`src/rtl/switch_counter.sv`:
```
// Three push-buttons (increment / decrement / clear) drive a 4-bit counter shown on four LEDs.
// Each button is synchronized, debounced and turned into a one-cycle press pulse before it reaches the count.

module switch_debounce #(
   parameter int DEBOUNCE_LIMIT = 250_000
) (
   input  logic i_Clk,
   input  logic i_Rst_L,
   input  logic i_Switch,
   output logic o_Press
);

   localparam int CNT_W = (DEBOUNCE_LIMIT > 2) ? $clog2(DEBOUNCE_LIMIT) : 1;
   localparam logic [CNT_W-1:0] CNT_LAST = CNT_W'(DEBOUNCE_LIMIT - 1);

   logic [1:0]       sync;
   logic [CNT_W-1:0] cnt;
   logic             level;
   logic             level_q;

   always_ff @(posedge i_Clk or negedge i_Rst_L) begin
      if (!i_Rst_L) begin
         sync    <= '0;
         cnt     <= '0;
         level   <= 1'b0;
         level_q <= 1'b0;
         o_Press <= 1'b0;
      end else begin
         sync    <= {sync[0], i_Switch};
         level_q <= level;
         o_Press <= level & ~level_q;
         // Any return to the accepted level restarts the stability window.
         if (sync[1] == level) begin
            cnt <= '0;
         end else if (cnt == CNT_LAST) begin
            level <= sync[1];
            cnt   <= '0;
         end else begin
            cnt <= cnt + CNT_W'(1);
         end
      end
   end

endmodule

module switch_counter #(
   parameter int DEBOUNCE_LIMIT = 250_000
) (
   input  logic i_Clk,
   input  logic i_Rst_L,
   input  logic i_Switch_1,
   input  logic i_Switch_2,
   input  logic i_Switch_3,
   output logic o_LED_1,
   output logic o_LED_2,
   output logic o_LED_3,
   output logic o_LED_4
);

   localparam int NUM_SW = 3;
   localparam int SW_INC = 0;
   localparam int SW_DEC = 1;
   localparam int SW_CLR = 2;

   logic [NUM_SW-1:0] sw;
   logic [NUM_SW-1:0] press;
   logic [3:0]        count;

   assign sw = {i_Switch_3, i_Switch_2, i_Switch_1};

   switch_debounce #(
      .DEBOUNCE_LIMIT(DEBOUNCE_LIMIT)
   ) u_db [NUM_SW-1:0] (
      .i_Clk   (i_Clk),
      .i_Rst_L (i_Rst_L),
      .i_Switch(sw),
      .o_Press (press)
   );

   // Clear wins; simultaneous inc and dec cancel out. 4-bit arithmetic wraps naturally.
   always_ff @(posedge i_Clk or negedge i_Rst_L) begin
      if (!i_Rst_L) begin
         count <= '0;
      end else if (press[SW_CLR]) begin
         count <= '0;
      end else if (press[SW_INC] && !press[SW_DEC]) begin
         count <= count + 4'd1;
      end else if (press[SW_DEC] && !press[SW_INC]) begin
         count <= count - 4'd1;
      end
   end

   assign o_LED_1 = count[3];
   assign o_LED_2 = count[2];
   assign o_LED_3 = count[1];
   assign o_LED_4 = count[0];

endmodule

```
`config.mk`:
```
export PLATFORM = sky130hd
export DESIGN_NAME = switch_counter
export DESIGN_NICKNAME = d
export VERILOG_FILES = /design/src/rtl/switch_counter.sv
export SDC_FILE = /design/constraint.sdc
export NUM_CORES = 1
export LEC_CHECK = 0
export CORE_ASPECT_RATIO = 1.75
export CORE_MARGIN = 5
export CORE_UTILIZATION = 60
export CTS_CLUSTER_DIAMETER = 100
export CTS_CLUSTER_SIZE = 24
export DETAILED_ROUTE_END_ITERATION = 10
export GPL_ROUTABILITY_DRIVEN = 0
export GPL_TIMING_DRIVEN = 0
export PLACE_DENSITY_LB_ADDON = 0.3
export SYNTH_ARGS = -nofsm -noshare
export SYNTH_HDL_FRONTEND = slang
export SYNTH_SLANG_ARGS = --single-unit
```
`constraint.sdc`:
```
create_clock -name i_Clk -period 2.4 [get_ports i_Clk]
set_input_delay 0.6 -clock i_Clk [delete_from_list [all_inputs] [get_ports i_Clk]]
set_output_delay 0.6 -clock i_Clk [all_outputs]
set_load 0.02 [all_outputs]
```
Word level (Yosys, flattened, before mapping)
Cells that the tools add are included.

storage, ports and cells
  bits in read-only memories = 0
  output and inout bits = 4
  logic and storage cells = 53
  latch bits = 0
  RAM bits = 0
  bits in registers = 73
  memories = 0
  input port bits = 5

operators by class
  multiplexer cells = 9
  add/subtract/negate cells = 5
  eq/ne operators = 6
  reduce and logical (&&, ||, !) cells = 8
  shift operators = 0
  $mul = 0
  div/mod/pow operators = 0
  $lt $le $gt $ge = 0
  bitwise operators = 9

operators with widths
  cell                     number
  $mux W18                 6
  $add A18 B1 Y18 const B  3
  $eq A18 B18 Y1 const B   3
  $mux W4                  3
  $not A1 Y1               6
  $reduce_and A2 Y1        3
  $add A4 B1 Y4 const B    1
  $sub A4 B1 Y4 const B    1
  $and A1 B1 Y1            3
  $eq A1 B1 Y1             3
  $reduce_bool A3 Y1       1
  $logic_and A1 B1 Y1      2
  $logic_not A1 Y1         2

Logic depth before layout (Yosys ltp)
  depth in word-level cells = 5
  mapped depth = 8
  mapped depth without buffers = 8

By module
From an unflattened synthesis, not the netlist that was laid out.

unflattened totals
  cells, all modules = 332
  area, all modules = 3573.4 um^2

by module, submodules not included
  module                         times used  sequential area each (um^2)  area an instance (um^2)  cells an instance
  switch_debounce (u_db[1] ...)  2           575.6                        1086.0                   101
  switch_debounce (u_db[0])      1           575.6                        1101.1                   100
  switch_counter                 1           100.1                        300.3                    30

Least setup slack after synthesis
OpenSTA, ideal clock, no wires.

  path kind = reg-to-reg
  start = register u_db[1].o_Press
  end = register count[3]
  required time = 2275 ps
  stages on the path, launching flop included = 9
  path slack = 587 ps
  arrival = 1688 ps
  buffers on the path = 0
  setup time = 125 ps
  clock period less this slack = 1813 ps
  cells stage by stage = dfrtp_1 > inv_1 > ha_1 > inv_1 > ha_1 > a21oi_1 > a211oi_1 > a31oi_1 > mux2_2

between the ends
  cells in the longest elaborated chain, start to end = 4
  elaborated cells between the ends (all ways) = 6
  classes of those cells = mux (2); reduce/logical (4)

RTL lines
  what                      RTL line  source
  start: declaration        10        output logic o_Press
  start signal: assignment  31        o_Press <= level & ~level_q;
  $logic_not A1 Y1          86        end else if (press[SW_INC] && !press[SW_DEC]) begin
  $logic_and A1 B1 Y1       86
  $mux W4                   86
  $mux W4                   84        end else if (press[SW_CLR]) begin
  end signal: assignment    87        count <= count + 4'd1;
  end signal: assignment    89        count <= count - 4'd1;
  end: declaration          67        logic [3:0] count;

Several ways; a longest one is shown, not always the timed one.
A chain may end at the register's enable or synchronous reset.

Worst setup path after layout
  start = register u_db[1].cnt[10]
  end = register u_db[1].cnt[9]

between the ends
  cells in the longest elaborated chain, start to end = 3

RTL lines
  what                      RTL line  source
  start: declaration        17        logic [CNT_W-1:0] cnt;
  start signal: assignment  39        cnt <= cnt + CNT_W'(1);
  $eq A18 B18 Y1            35        end else if (cnt == CNT_LAST) begin
  $mux W18                  35
  $mux W18                  33        if (sync[1] == level) begin

No other way between the ends.

==> impl_metrics.env <==
export IMPL_maximum_number_of_pins_on_one_net_before_global_route_repair=74
export IMPL_die_height_um=110.5
export IMPL_die_area_um2=7449
export IMPL_crit_path_max_incr_delay_ps=500
export IMPL_timing_worst_setup_path_type="flip-flop to flip-flop"
export IMPL_fin_crit_ps=2004
export IMPL_cts_tree="yes"
export IMPL_route_vias_total=2414
export IMPL_max_cap_violations=0
export IMPL_fraction_of_layout_cells_with_a_size_suffix_above_1_pct=8.146
export IMPL_clk_pin_slew_worst_paths_ps=60
export IMPL_layout_nets=366
export IMPL_max_freq_mhz=499.1
export IMPL_drt_first_iter_violations=89
export IMPL_layout_area_overhead_vs_synth_pct=9.866
export IMPL_dominantRegCellSynth="dfrtp_1"
export IMPL_post_cts_resized=0
export IMPL_buffer_ports_inserted=8
export IMPL_detail_route_drc_violations=0
export IMPL_p_leak_nw=1.545
export IMPL_postCtsSetupRepairBufs=0
export IMPL_slowest_stage="o41ai_4"
export IMPL_number_of_antenna_violations_at_the_first_check_in_global_routing=0
export IMPL_synth_sequential_area_ratio_pct=52.76
export IMPL_io_pins=9
export IMPL_critical_path_top_delay_family="simple AND/OR/NAND/NOR gates"
export IMPL_grt_first_pass_wirelength_um=10620
export IMPL_setup_repair_after_global_routing_missed_its_margin="false"
export IMPL_worstMarginPinSlew_ps=875.2
export IMPL_worstPathMaxFanout=10
export IMPL_slew_headroom_pct=41.65
export IMPL_wl_per_cell_um=13.90
export IMPL_design_core_area_um2=5585
export IMPL_post_route_period_util_pct=83.49
export IMPL_ys_async_sr_fraction_pct=100.0
export IMPL_critPathRequiredTime_ps=2630
export IMPL_holdCritPathClass="flip-flop to flip-flop"
export IMPL_worst_clock_skew_ps=10.01
export IMPL_layout_cells_most_common="dfrtp_1"
export IMPL_number_of_filler_cells_placed_in_the_layout=467
export IMPL_final_number_of_max_transition_violations=0
export IMPL_most_common_layout_cells="73 x dfrtp_1, 66 x nor2_1, 37 x xnor2_1"
export IMPL_fp_row_count=36
export IMPL_finish_utilization_pct=68.10
export IMPL_post_synth_edffs=0
export IMPL_final_hold_viol_count=0
export IMPL_diodes=0
export IMPL_crit_chain="nor4_1 > nand2_1 > o41ai_4 > buf_2 > nor2_1"
export IMPL_chipWidth_um=67.42
export IMPL_startpoint_type="flip-flop"
export IMPL_cts_path_max_buffers=2
export IMPL_floorplan_initialDensity_pct=61.98
export IMPL_tritoncts_num_sinks=73
export IMPL_post_synth_instance_area_um2=3462
export IMPL_antenna_left=0
export IMPL_final_critical_path_setup_slack_ps=396.3
export IMPL_synthesis_nets=347
export IMPL_grt_ovfl_total=0
export IMPL_outcome="completed"
export IMPL_dp_hpwl_um=4202
export IMPL_grt_pass1_vias=2444
export IMPL_flip_flop_and_latch_count_after_synthesis=73
export IMPL_critical_path_endpoint_type="flip-flop"
export IMPL_worst_skew_pair_late_latency_ps=350
export IMPL_synthCells=335
export IMPL_drt_pre_antenna_iters=4
export IMPL_pre_cts_ws_ps=394.1
export IMPL_critical_path_buf_inv_count=1
export IMPL_global_route_usage_total_pct=18.63
export IMPL_number_of_clock_buffers_inserted_by_tritoncts=9
export IMPL_vdd_ir_drop_worst_mv=0.4384
export IMPL_synthesized_area_per_cell_um2=10.33
export IMPL_post_cts_hold_buffer_count=0
export IMPL_detail_route_vias_per_cell=5.588
export IMPL_cts_root_buf="clkbuf_8"
export IMPL_wirelength_um=6006
export IMPL_h_tree_depth=3
export IMPL_critical_path_arrival_ps=2230
export IMPL_ys_warnings_count=0
export IMPL_setup_violation_total_in_the_final_timing_report=0
export IMPL_yosysUniqueCellTypes=33
export IMPL_powerDensity_nw_per_um2=575.0
[final cells by class]
class	instances	area [µm²]	share of cell area, %
buffer	6	27.53	0.7237
clock buffer	13	168.9	4.441
inverter	15	56.30	1.480
multi-input combinational	241	1551	40.79
sequential	73	1827	48.03
tap	76	95.09	2.500
timing repair buffer	8	77.57	2.039
[stage by stage]
stage                     hold slack [ps]  total power, mW  instances  cell area, µm²  setup TNS (ps)
after CTS                           351.9            2.216        432            3804               0
after floorplan                     304.4            1.320        335            3462               0
after global placement              333.7            1.360        419            3637         -121140
final                               349.9            2.187        432            3804               0
after detailed placement            337.1            1.362        419            3635               0
after global routing                382.3            2.287        432            3804               0
[path summary, 6_finish.rpt]
kind	start	depth (start not counted)	slack [ps]	end
min in group asynchronous	i_Rst_L	1	370	count[1]
worst min register to register	u_db[0].sync[0]	0	350	u_db[0].sync[1]
worst max register to register	u_db[1].cnt[10]	5	400	u_db[1].cnt[9]
worst min-delay path	u_db[0].sync[0]	0	350	u_db[0].sync[1]
max in group asynchronous	i_Rst_L	1	1460	u_db[0].cnt[12]
worst max-delay path	u_db[1].cnt[10]	5	400	u_db[1].cnt[9]
[Yosys cell counts, drive strengths merged (2+ instances only)]
master / n / share of area (%)
dfrtp: 73 / 53
nor2: 66 / 7.2
xnor2: 37 / 9.4
nand3: 19 / 3.1
nor4: 17 / 3.3
nand4: 16 / 3.3
inv: 15 / 1.6
nand2: 15 / 1.6
nor3: 14 / 2.0
xor2: 11 / 2.8
a21oi: 6 / 0.87
ha: 6 / 2.2
buf: 4 / 0.58
mux2: 4 / 1.3
nor2b: 4 / 0.72
nor4b: 4 / 1.0
o21ai: 3 / 0.43
o31ai: 3 / 0.65
or4: 3 / 0.65
and3: 2 / 0.36
clkbuf: 2 / 0.22
mux2i: 2 / 0.58
o41ai: 2 / 1.6
or2: 2 / 0.36
or3: 2 / 0.51
[layer usage]
metal	vias to the layer above	GRT usage, %	share of wire [%]
met5	-	0	0
met4	0	9.485	2.5
met3	14	5.488	3.1
met2	31	30.42	53
met1	1182	21.44	42
li1	1187	-	-
[cell families (layout without fill, tap and decap cells)]
kind of cell / count (synthesis) / after routing / synth area share (%)
DFF: 73 / 73 / 52.76
xor gates and xnor gates: 48 / 48 / 12.14
muxes: 6 / 6 / 1.879
adders and majority gates: 7 / 7 / 2.747
and+or+nand+nor: 164 / 164 / 24.11
buffers and inverters: 21 / 42 / 2.421
AOI/OAI and AO/OA: 16 / 16 / 3.939
[sequential cells by signal (all words and copies together), names as in the netlist]
| name | count |
|---|---|
| u_db.sync | 6 |
| u_db.o_Press | 3 |
| u_db.cnt | 54 |
| count | 4 |
| u_db.level_q | 3 |
| u_db.level | 3 |
[power by group]
part | total, mW | switching [mW] | internal [mW]
Combinational | 0.0738 | 0.0509 | 0.0229
Clock | 0.852 | 0.408 | 0.444
Sequential | 1.26 | 0.0142 | 1.25
Total | 2.19 | 0.473 | 1.71
Power figures use the tool's default switching activity.
